**src/rtl/pipe_stage_skid.sv**
```systemverilog
// Pipeline stage register with a valid/ready handshake, a two-entry skid buffer and a synchronous flush.
// The control field reads as zero on bubbles. in_ready is registered, so there is no ready path back through the stage.
module pipe_stage_skid #(
    parameter int CTRL_W = 16,
    parameter int DATA_W = 133
) (
    input  logic              clk,
    input  logic              rst,
    input  logic              flush,
    input  logic              in_valid,
    output logic              in_ready,
    input  logic [CTRL_W-1:0] in_ctrl,
    input  logic [DATA_W-1:0] in_data,
    output logic              out_valid,
    input  logic              out_ready,
    output logic [CTRL_W-1:0] out_ctrl,
    output logic [DATA_W-1:0] out_data,
    output logic [1:0]        level
);

    logic [CTRL_W-1:0] main_ctrl;
    logic [DATA_W-1:0] main_data;
    logic              main_valid;
    logic [CTRL_W-1:0] skid_ctrl;
    logic [DATA_W-1:0] skid_data;
    logic              skid_valid;
    logic              ready_q;
    logic              accept;
    logic              fire;

    assign accept = in_valid & ready_q;
    assign fire   = main_valid & out_ready;

    // ready_q always mirrors !skid_valid; both are updated on the same edge.
    always_ff @(posedge clk or posedge rst) begin
        if (rst) begin
            main_ctrl  <= '0;
            main_data  <= '0;
            main_valid <= 1'b0;
            skid_ctrl  <= '0;
            skid_data  <= '0;
            skid_valid <= 1'b0;
            ready_q    <= 1'b1;
        end else if (flush) begin
            main_ctrl  <= '0;
            main_valid <= 1'b0;
            skid_valid <= 1'b0;
            ready_q    <= 1'b1;
        end else if (skid_valid) begin
            if (fire) begin
                main_ctrl  <= skid_ctrl;
                main_data  <= skid_data;
                skid_valid <= 1'b0;
                ready_q    <= 1'b1;
            end
        end else if (main_valid) begin
            if (accept && fire) begin
                main_ctrl <= in_ctrl;
                main_data <= in_data;
            end else if (accept) begin
                skid_ctrl  <= in_ctrl;
                skid_data  <= in_data;
                skid_valid <= 1'b1;
                ready_q    <= 1'b0;
            end else if (fire) begin
                main_valid <= 1'b0;
            end
        end else if (accept) begin
            main_ctrl  <= in_ctrl;
            main_data  <= in_data;
            main_valid <= 1'b1;
        end
    end

    assign in_ready  = ready_q;
    assign out_valid = main_valid;
    assign out_ctrl  = main_valid ? main_ctrl : '0;
    assign out_data  = main_data;
    // The skid slot is only ever occupied while main is occupied.
    assign level     = {skid_valid, main_valid & ~skid_valid};

endmodule

```
**config.mk**
```make
export PLATFORM = sky130hd
export DESIGN_NAME = pipe_stage_skid
export DESIGN_NICKNAME = d
export VERILOG_FILES = /design/src/rtl/pipe_stage_skid.sv
export SDC_FILE = /design/constraint.sdc
export NUM_CORES = 1
export LEC_CHECK = 0
export ABC_AREA = 1
export CAP_MARGIN = 20
export CORE_MARGIN = 3
export CORE_UTILIZATION = 44
export CTS_BUF_LIST = sky130_fd_sc_hd__clkbuf_2 sky130_fd_sc_hd__clkbuf_4 sky130_fd_sc_hd__clkbuf_8
export DETAILED_ROUTE_END_ITERATION = 7
export HOLD_SLACK_MARGIN = 0.06
export PLACE_DENSITY = 0.71
export RECOVER_POWER = 100
export SLEW_MARGIN = 15
export SYNTH_ARGS = -nofsm -noshare
export SYNTH_HDL_FRONTEND = slang
export SYNTH_SLANG_ARGS = --single-unit
export TNS_END_PERCENT = 100
```
**constraint.sdc**
```tcl
create_clock -name clk -period 10.7 [get_ports clk]
set_input_delay 1.605 -clock clk [delete_from_list [all_inputs] [get_ports clk]]
set_output_delay 1.605 -clock clk [all_outputs]
set_load 0.05 [all_outputs]
```
== After elaboration in Yosys (flattened, before gate mapping) ==
Index checks and enable logic that the tools add are counted.
W data, S select, Z words.

* Equal/unequal tests: 6
* Bitwise operators: 6
* Multiplexer cells: 29
* Reductions and logical operators: 9

{| class="wikitable"
|+ Operator list
! cell !! count
|-
| $mux W133 || 5
|-
| $mux W16 || 7
|-
| $mux W1 || 17
|-
| $reduce_bool A3 Y1 || 3
|-
| $reduce_and A4 Y1 || 2
|-
| $reduce_and A5 Y1 || 1
|-
| $ne A4 B2 Y1 const B || 1
|-
| $reduce_bool A4 Y1 || 1
|-
| $and A1 B1 Y1 || 3
|-
| $ne A3 B1 Y1 const B || 1
|-
| $ne A3 B2 Y1 const B || 1
|-
| $ne A3 B3 Y1 const B || 1
|-
| $not A1 Y1 || 3
|-
| $reduce_and A3 Y1 || 1
|-
| $ne A2 B1 Y1 const B || 1
|-
| $ne A2 B2 Y1 const B || 1
|-
| $logic_and A1 B1 Y1 || 1
|}

* Output and inout port bits: 153
* Input port bits: 154
* Flip-flop bits (word level): 301

== Logic depth before layout (Yosys ltp) ==
Gate-level depths: netlist of the first run.

* Word-level depth: 7
* Depth in mapped cells: 9

== Worst setup path before layout of the first run ==
No wires, ideal clock.

* Kind: register to output
* Start: register main_valid, in the netlist out_valid
* End: output out_ctrl[10]
* Data arrival time: 1.554 ns
* Slack: 7.541 ns
* Cell stages (with the launch flop): 5
* Data required time: 9.095 ns
* Cell sequence: dfrtp_1 > buf_2 > buf_1 > nand2_1 > inv_1

* Cells in the longest elaborated chain, start to end: 1

{| class="wikitable"
|+ RTL lines
! element !! line !! RTL
|-
| start, declared || 23 || <nowiki>logic main_valid;</nowiki>
|-
| start signal, assigned || 39 || <nowiki>main_valid <= 1'b0;</nowiki>
|-
| start signal, assigned || 46 || <nowiki>main_valid <= 1'b0;</nowiki>
|-
| start signal, assigned || 66 || <nowiki>main_valid <= 1'b0;</nowiki>
|-
| $mux W16 || 77 || <nowiki>assign out_ctrl = main_valid ? main_ctrl : '0;</nowiki>
|-
| end, declared || 16 || <nowiki>output logic [CTRL_W-1:0] out_ctrl,</nowiki>
|}

No other way between the ends.

== Final worst setup path of the first run ==
* Start: input in_valid
* End: register skid_data[19]

* Cells in the longest elaborated chain, start to end: 4

{| class="wikitable"
|+ RTL lines
! element !! line !! RTL
|-
| start, declared || 10 || <nowiki>input logic in_valid,</nowiki>
|-
| $and A1 B1 Y1 (*) || 31 || <nowiki>assign accept = in_valid & ready_q;</nowiki>
|-
| $logic_and A1 B1 Y1 || 57 || <nowiki>if (accept && fire) begin</nowiki>
|-
| $not A1 Y1 (no line) || n/a ||
|-
| $reduce_and A5 Y1 (no line) (*) || n/a ||
|-
| end signal, assigned || 62 || <nowiki>skid_data <= in_data;</nowiki>
|-
| end, declared || 25 || <nowiki>logic [DATA_W-1:0] skid_data;</nowiki>
|}

Mark *: on every way between the ends. The rest lies on a longest branch, timed or not.
A chain may end at the register's enable or synchronous reset.

==> results of run 1 <==
-- through the flow --
stage	power [mW]	util (%)
after CTS	4.07	59.3
final	3.98	59.5
after floorplan	2.47	-
after global placement	2.93	55.5
after global routing	4.20	59.5
after detailed placement	2.96	55.5
-- worst min path at each step --
stage                             start                        to  slack, ns
2_1_floorplan  skid_ctrl[0]$_DFFE_PP0P_  skid_ctrl[0]$_DFFE_PP0P_       0.45
3_3_place_gp   out_data[45]$_DFFE_PP0P_  out_data[45]$_DFFE_PP0P_       0.45
3_5_place_dp    out_data[5]$_DFFE_PP0P_   out_data[5]$_DFFE_PP0P_       0.46
4_1_cts        out_data[32]$_DFFE_PP0P_  out_data[32]$_DFFE_PP0P_       0.47
5_1_grt        out_data[28]$_DFFE_PP0P_  out_data[28]$_DFFE_PP0P_       0.48
6_report       out_data[35]$_DFFE_PP0P_  out_data[35]$_DFFE_PP0P_       0.46
-- critical path, stage by stage --
cell           delay [ns]
dlygate4sd3_1        0.57
nand2_1              0.20
nor3_1               0.09
nand2_1              1.55
clkbuf_1             2.57
o21ai_0              0.37
-- power by group --
part           internal [mW]  leakage [nW]  switching (mW)
Sequential              1.45          3.81           0.190
Clock                  0.632         0.594           0.461
Combinational          0.381          4.58           0.867
-- registers in the layout (all words and copies together) (netlist names) --
| name | cells |
|---|---|
| out_data | 133 |
| skid_valid | 1 |
| main_ctrl | 16 |
| skid_data | 133 |
| skid_ctrl | 16 |
| out_valid | 1 |
| in_ready | 1 |
-- metal layers --
| metal | global-route usage, % | wire length (um) | up-vias | part of all wire, % |
|---|---|---|---|---|
| li1 | - | - | 5945 | - |
| met1 | 32.9 | 16800 | 5767 | 44 |
| met2 | 34.0 | 17000 | 528 | 45 |
| met3 | 4.68 | 3180 | 61 | 8.4 |
| met4 | 6.92 | 872 | 0 | 2.3 |
| met5 | 0 | 0 | - | 0 |
-- synth_stat cells --
master	number
a21oi_4	1
buf_6	2
buf_4	9
clkbuf_1	69
nand2_1	610
nand4_1	149
inv_1	169
buf_2	50
buf_1	2
nor2_1	4
nand3_2	1
nor3_1	1
dfstp_2	1
clkinv_1	1
dfrtp_1	300
nand3_1	20
o21ai_0	301
-- cells by family after synthesis --
| group | Yosys count | share of synthesized area [%] |
|---|---|---|
| flops | 301 | 55.2 |
| simple gates | 785 | 24.6 |
| compound gates | 302 | 11.2 |
| buf+inv | 302 | 9.12 |
-- layout make-up --
cell class	instances	area [sq um]	share of cell area, %
flip-flops and latches	301	7540	42.1
clock buffers	86	1080	6.02
clock inverters	7	40.0	0.224
inverters	170	639	3.57
multi-input cells	1087	4890	27.3
diodes	2	5.00	0.0280
well taps	390	488	2.73
repair buffers	319	3230	18.0
==> results.cfg, run 1 <==
[final_layout]
fin_area_sq_um = 17900
layout-drive-gt1-share_pct = 5.58
final_common_cell = nand2_1
fillers = 2686
areaGrowthSynthToFinish_pct = 31.1
layout.nets = 2085
instances_no_fill = 2362
final_cell_mix = nand2_1, o21ai_0, dfrtp_1

[run_status]
status = finished with violations
violations = max-capacitance violations, max-slew violations

[clock_network]
cts_setup_buffers = 0
cts-resized-gates = 0
cts_buffers = 52
clk_latency_ns = 0.56
hold_buffers = 0
cts_num_sinks = 301
cts_root_buffer = clkbuf_8
cts_tree = yes
clk_pin_slew_ns = 0.06
clockBufferDepth = 3
cts_max_level = 2

[yosys]
ys_top_cells_by_area = dfrtp_1, nand2_1, o21ai_0
yosysTopAreaCellShare_pct = 55.0
synth.distinct_cells = 17
syn_nets = 1844
syn_inst = 1690
synth_area_leader_cell = dfrtp_1
synthesis.area_sq_um = 13700
ys_ff_latch = 301
yosysWarnings = 0
ys_seq_area_share_pct = 55.2
avgSynthCellArea_sq_um = 8.08

[pwr]
ir_worst_vdd_v = 0.000163
p_leak_nw = 8.98
p_per_area_nw_per_um2 = 222

[timing]
period_share_pct = 63.2
rsz0062_at_grt = no
hold_viol = 0
period_minus_slack_ns = 6.77
max_freq_mhz = 148
final-setup-viol-count = 0
fin_setup_tns_ns = 0
hold-worst-slack_ns = 0.462
tightestPinTransition_ns = 3.52
slew_viol_final = 345
fin_ws_ns = 3.93
clock_skew_ns = 0.0187
slew_headroom_pct = -135

[critical_path]
required_ns = 10.97
crit_arrival_ns = 7.04
r2r_setup_slack_ns = 4.64
reg2reg_depth = 4
timing.rr.end = skid_data[19]$_DFFE_PP0P_
end_kind = register
critPathLaunchType = input pin
regToRegStartpoint = skid_valid$_DFF_PP0_
endpoint = skid_data[19]$_DFFE_PP0P_
crit_start = in_valid
worstSetupPathType = input pin to register
path_max_fanout = 99

[placement]
dpl.hpwl_um = 23800
dp_cells = 2264
preCtsSetupSlack_ns = 5.71
io_buffers = 306
gp_congestion = 0.826
place_area_sq_um = 16700

[detailed_routing]
num_vias = 12301
drt_wl_total_um = 37800
viasPerCell = 5.21
antenna_left = 0
wl_per_cell_um = 16.0
first_pass_iters = 5
route.detailed.drc = 0
first_iter_violations = 1151

[min_path]
hold_path_class = register to register
hold_depth = 2

[global_routing]
grt_use_total_pct = 22.5
grt_first_pass_wirelength_um = 61800
antenna_found_initial = 2
grt_pass1_vias = 11722
grt_overflow_total = 0
grt_max_degree = 153

[floorplan]
die-area_sq_um = 33200
start_util_pct = 45.3
die_y_um = 182
core_sq_um = 30100
io_pins = 307
die_w_um = 182
rows = 63

[run]
maxCapViolations = 5
Note: power is estimated with default switching activity, not from simulation.
==> run 2: changes to the inputs <==
Clock period 10.7 ns to 7 ns, I/O delays scaled along.
==> results.cfg, run 2 (synthesized netlist as in run 1, its figures left out) <==
[run_status]
status = finished with violations
violations = max-capacitance violations, max-slew violations

[clock_network]
cts_tree = yes
cts_root_buffer = clkbuf_8
cts_num_sinks = 301
cts_max_level = 2
cts_buffers = 50
clk_latency_ns = 0.56
clockBufferDepth = 3
hold_buffers = 0
clk_pin_slew_ns = 0.06
cts_setup_buffers = 0
cts-resized-gates = 0

[pwr]
seq_power_share_pct = 40.9
ir_worst_vdd_v = 0.000245
power.internal_mw = 3.81
p_comb_share_pct = 31.2
finalPower_mw = 6.13
power_frac_clock_pct = 27.9
p_leak_nw = 8.98
sw_frac_of_total_pct = 37.9
p_per_area_nw_per_um2 = 343
p_sw_mw = 2.33

[final_layout]
final_cell_mix = nand2_1, o21ai_0, dfrtp_1
diodes = 0
layout-drive-gt1-share_pct = 5.49
layout.nets = 2082
areaGrowthSynthToFinish_pct = 30.8
final_common_cell = nand2_1
fillers = 2612

[floorplan]
die-area_sq_um = 33200
core_sq_um = 30100
die_y_um = 182
io_pins = 307
rows = 63
die_w_um = 182
start_util_pct = 45.3

[critical_path]
cp_cell_sequence = dlygate4sd3_1 > nand2_1 > a21oi_4 > buf_4 > nand3_1 > buf_4 > nand2_1 > nand2_1
end_kind = register
crit_arrival_ns = 5.54
critPathLaunchType = input pin
required_ns = 7.42
worstSetupPathType = input pin to register
cp_common_cell = nand2_1
path_max_fanout = 86
slowest_delay_ns = 1.59
cp_slowest_cell = nand3_1

[timing]
max_freq_mhz = 195
slew_viol_final = 391
period_minus_slack_ns = 5.12
clock_skew_ns = 0.0244
tightestPinTransition_ns = 2.92
fin_setup_tns_ns = 0
rsz0062_at_grt = no
hold_viol = 0
period_share_pct = 73.1
slew_headroom_pct = -95.0
final-setup-viol-count = 0

[run]
maxCapViolations = 5

[detailed_routing]
drt_wl_total_um = 38500
first_pass_iters = 8
antenna_left = 0
first_iter_violations = 1196
num_vias = 12273
route.detailed.drc = 0
viasPerCell = 5.21
wl_per_cell_um = 16.3

[global_routing]
grt_max_degree = 172
grt_overflow_total = 0
grt_first_pass_wirelength_um = 62500
grt_use_total_pct = 22.7
grt_pass1_vias = 11970
antenna_found_initial = 1

[placement]
dpl.hpwl_um = 23900
gp_congestion = 0.836
io_buffers = 306

[min_path]
hold_path_class = register to register
[run 2: critical path, delay by kind of cell]
kind,cells,cell delay [ns]
buf+inv,3,2.09
simple gates,4,2.04
compound gates,1,0.18
[run 2: path summary, 6_finish.rpt]
kind	from	end	slack, ns	cells past startpoint
worst max-delay path	out_ready	out_data[31]$_DFFE_PP0P_	1.88	8
worst min-delay path	out_data[69]$_DFFE_PP0P_	out_data[69]$_DFFE_PP0P_	0.47	2
worst max register to register	out_valid$_DFFE_PP0P_	out_data[31]$_DFFE_PP0P_	2.07	7
worst min register to register	out_data[69]$_DFFE_PP0P_	out_data[69]$_DFFE_PP0P_	0.47	2
max in group asynchronous	rst	skid_valid$_DFF_PP0_	2.74	3
min in group asynchronous	rst	out_data[46]$_DFFE_PP0P_	1.24	3
[run 2: metal layers]
metal / track usage (%) / wire length [um] / up-vias
li1: - / - / 5943
met1: 31.9 / 16900 / 5729
met2: 35.6 / 17400 / 531
met3: 5.72 / 3460 / 68
met4: 5.79 / 807 / 2
met5: 0 / 9 / -
[run 2: area by class of cell]
class	count	area (sq um)	share of cell area, %
Clock buffer	79	1030	5.77
Clock inverter	12	113	0.631
Inverter	170	639	3.58
Multi-Input combinational cell	1087	4890	27.4
Sequential cell	301	7540	42.2
Tap cell	390	488	2.73
Timing Repair Buffer	318	3150	17.7
[run 2: through the flow]
stage	worst slack, ns	util [%]	cell area [sq um]	hold slack, ns	instances
6_report	1.88	59.3	17900	0.465	2357
3_3_place_gp	2.77	55.6	16700	0.456	2266
5_1_grt	1.55	59.3	17900	0.489	2357
3_5_place_dp	2.65	55.6	16700	0.459	2266
2_1_floorplan	1.95	-	13700	0.453	1690
4_1_cts	3.24	59.4	17900	0.474	2357
[run 2: power by group through the flow]
stage,Sequential (mW),Clock (mW),Combinational (mW)
floorplan,3.19,0,0.584
global placement,2.53,0,1.96
detailed placement,2.53,0,2.00
CTS,2.51,1.75,2.01
global route,2.57,1.83,2.07
finish,2.51,1.71,1.91
==> run 3: changes to the inputs <==
Settings changed: PLACE_DENSITY 0.71 to 0.74.
Clock period 7 ns to 4.26 ns, I/O delays scaled along.
==> results.cfg, run 3 (synthesized netlist as in run 1, its figures left out) <==
[run_status]
status = finished with violations
violations = max-capacitance violations, max-slew violations

[global_routing]
grt_overflow_total = 0
grt_use_total_pct = 22.3
grt_pass1_vias = 11826
grt_first_pass_wirelength_um = 61600
grt_max_degree = 261
antenna_found_initial = 3

[pwr]
finalPower_mw = 10.0
p_leak_nw = 9.00
p_per_area_nw_per_um2 = 560
ir_worst_vdd_v = 0.000297

[detailed_routing]
first_iter_violations = 1108
wl_per_cell_um = 16.0
num_vias = 12376
viasPerCell = 5.23
route.detailed.drc = 0
drt_wl_total_um = 37900
first_pass_iters = 5
antenna_left = 0

[floorplan]
start_util_pct = 45.3
die_y_um = 182
rows = 63
die_w_um = 182
io_pins = 307
core_sq_um = 30100
die-area_sq_um = 33200

[critical_path]
path_max_fanout = 81
timing.rr.end = out_data[60]$_DFFE_PP0P_
crit_arrival_ns = 3.98
critPathLaunchType = register
reg2reg_depth = 6
end_kind = register
required_ns = 4.73
r2r_setup_slack_ns = 0.75
regToRegStartpoint = skid_valid$_DFF_PP0_
worstSetupPathType = register to register

[final_layout]
instances_no_fill = 2367
areaGrowthSynthToFinish_pct = 31.3
layout.nets = 2094
layout-drive-gt1-share_pct = 5.67
final_cell_mix = nand2_1, o21ai_0, dfrtp_1
diodes = 0
fin_area_sq_um = 17900
final_common_cell = nand2_1
fillers = 2660

[placement]
preCtsSetupSlack_ns = 1.34
dpl.hpwl_um = 24200
dp_cells = 2278
gp_congestion = 0.838
io_buffers = 306
place_area_sq_um = 16900

[timing]
fin_ws_ns = 0.747
final-setup-viol-count = 0
clock_skew_ns = 0.0239
period_minus_slack_ns = 3.51
max_freq_mhz = 285
rsz0062_at_grt = no
period_share_pct = 82.5
tightestPinTransition_ns = 1.79
slew_headroom_pct = -19.5
hold_viol = 0
slew_viol_final = 156
hold-worst-slack_ns = 0.462

[clock_network]
cts_setup_buffers = 0
cts_num_sinks = 301
cts_root_buffer = clkbuf_8
cts_max_level = 2
clk_pin_slew_ns = 0.06
cts_tree = yes
cts_buffers = 50
clk_latency_ns = 0.56
cts-resized-gates = 0
clockBufferDepth = 3
hold_buffers = 0

[min_path]
hold_path_end = out_data[78]$_DFFE_PP0P_
hold_path_class = register to register
hold_path_startpoint = out_data[78]$_DFFE_PP0P_
hold_depth = 2

[run]
maxCapViolations = 2
-- run 3: cell types whose count changed in the layout (fill, tap and decap cells not counted), moves of 2 or more --
| cell | delta |
|---|---|
| clkbuf_4 | +5 |
| clkbuf_1 | +7 |
| clkdlybuf4s50_1 | +2 |
| dlygate4sd3_1 | -2 |
| buf_12 | +3 |
| clkbuf_8 | -3 |
| clkbuf_2 | +2 |
| clkinv_2 | -3 |
-- run 3: worst max-delay path, stage by stage, from the launching register on --
cell and delay, ns:
dfrtp_4 0.67, nor2_1 0.20, nand2_2 0.63, nand3_4 0.31, clkbuf_2 1.28, nand2_1 0.14
nand2_1 0.12
-- run 3: layer usage --
layer,routed length (um),vias to the layer above,GRT usage (%)
li1,-,5964,-
met1,16500,5839,31.6
met2,17500,503,35.0
met3,3240,64,5.24
met4,610,6,5.12
met5,47,-,0
-- run 3: layout make-up --
type / instances / area [sq um] / share of cell area, %
inverter: 170 / 639 / 3.57
tap: 390 / 488 / 2.72
sequential: 301 / 7540 / 42.0
timing repair buffer: 330 / 3250 / 18.1
clock inverter: 9 / 97.6 / 0.544
clock buffer: 80 / 1020 / 5.69
multi-input combinational: 1087 / 4900 / 27.3
-- run 3: report_power, final --
| group | total (mW) | internal [mW] | switching [mW] |
|---|---|---|---|
| Sequential | 4.11 | 3.64 | 0.469 |
| Combinational | 3.14 | 0.960 | 2.18 |
| Clock | 2.78 | 1.63 | 1.15 |
| Total | 10.0 | 6.24 | 3.80 |
-- run 3: worst max-delay path by stage --
stage / start / end / slack (ns) / cells past startpoint
after floorplan: rst / main_ctrl[0]$_DFFE_PP0P_ / -0.38 / 1
after global placement: in_valid / out_data[4]$_DFFE_PP0P_ / 1.41 / 7
after detailed placement: in_valid / out_data[1]$_DFFE_PP0P_ / 1.34 / 7
after CTS: out_valid$_DFFE_PP0P_ / level[0] / 0.97 / 3
after global routing: skid_valid$_DFF_PP0_ / out_data[0]$_DFFE_PP0P_ / 0.43 / 6
final: skid_valid$_DFF_PP0_ / out_data[60]$_DFFE_PP0P_ / 0.75 / 6
-- run 3: metrics by stage --
stage	TNS [ns]	utilization [%]
floorplan	-113.77	-
global placement	0	56.2
detailed placement	0	56.2
CTS	0	59.9
global route	0	59.5
finish	0	59.5
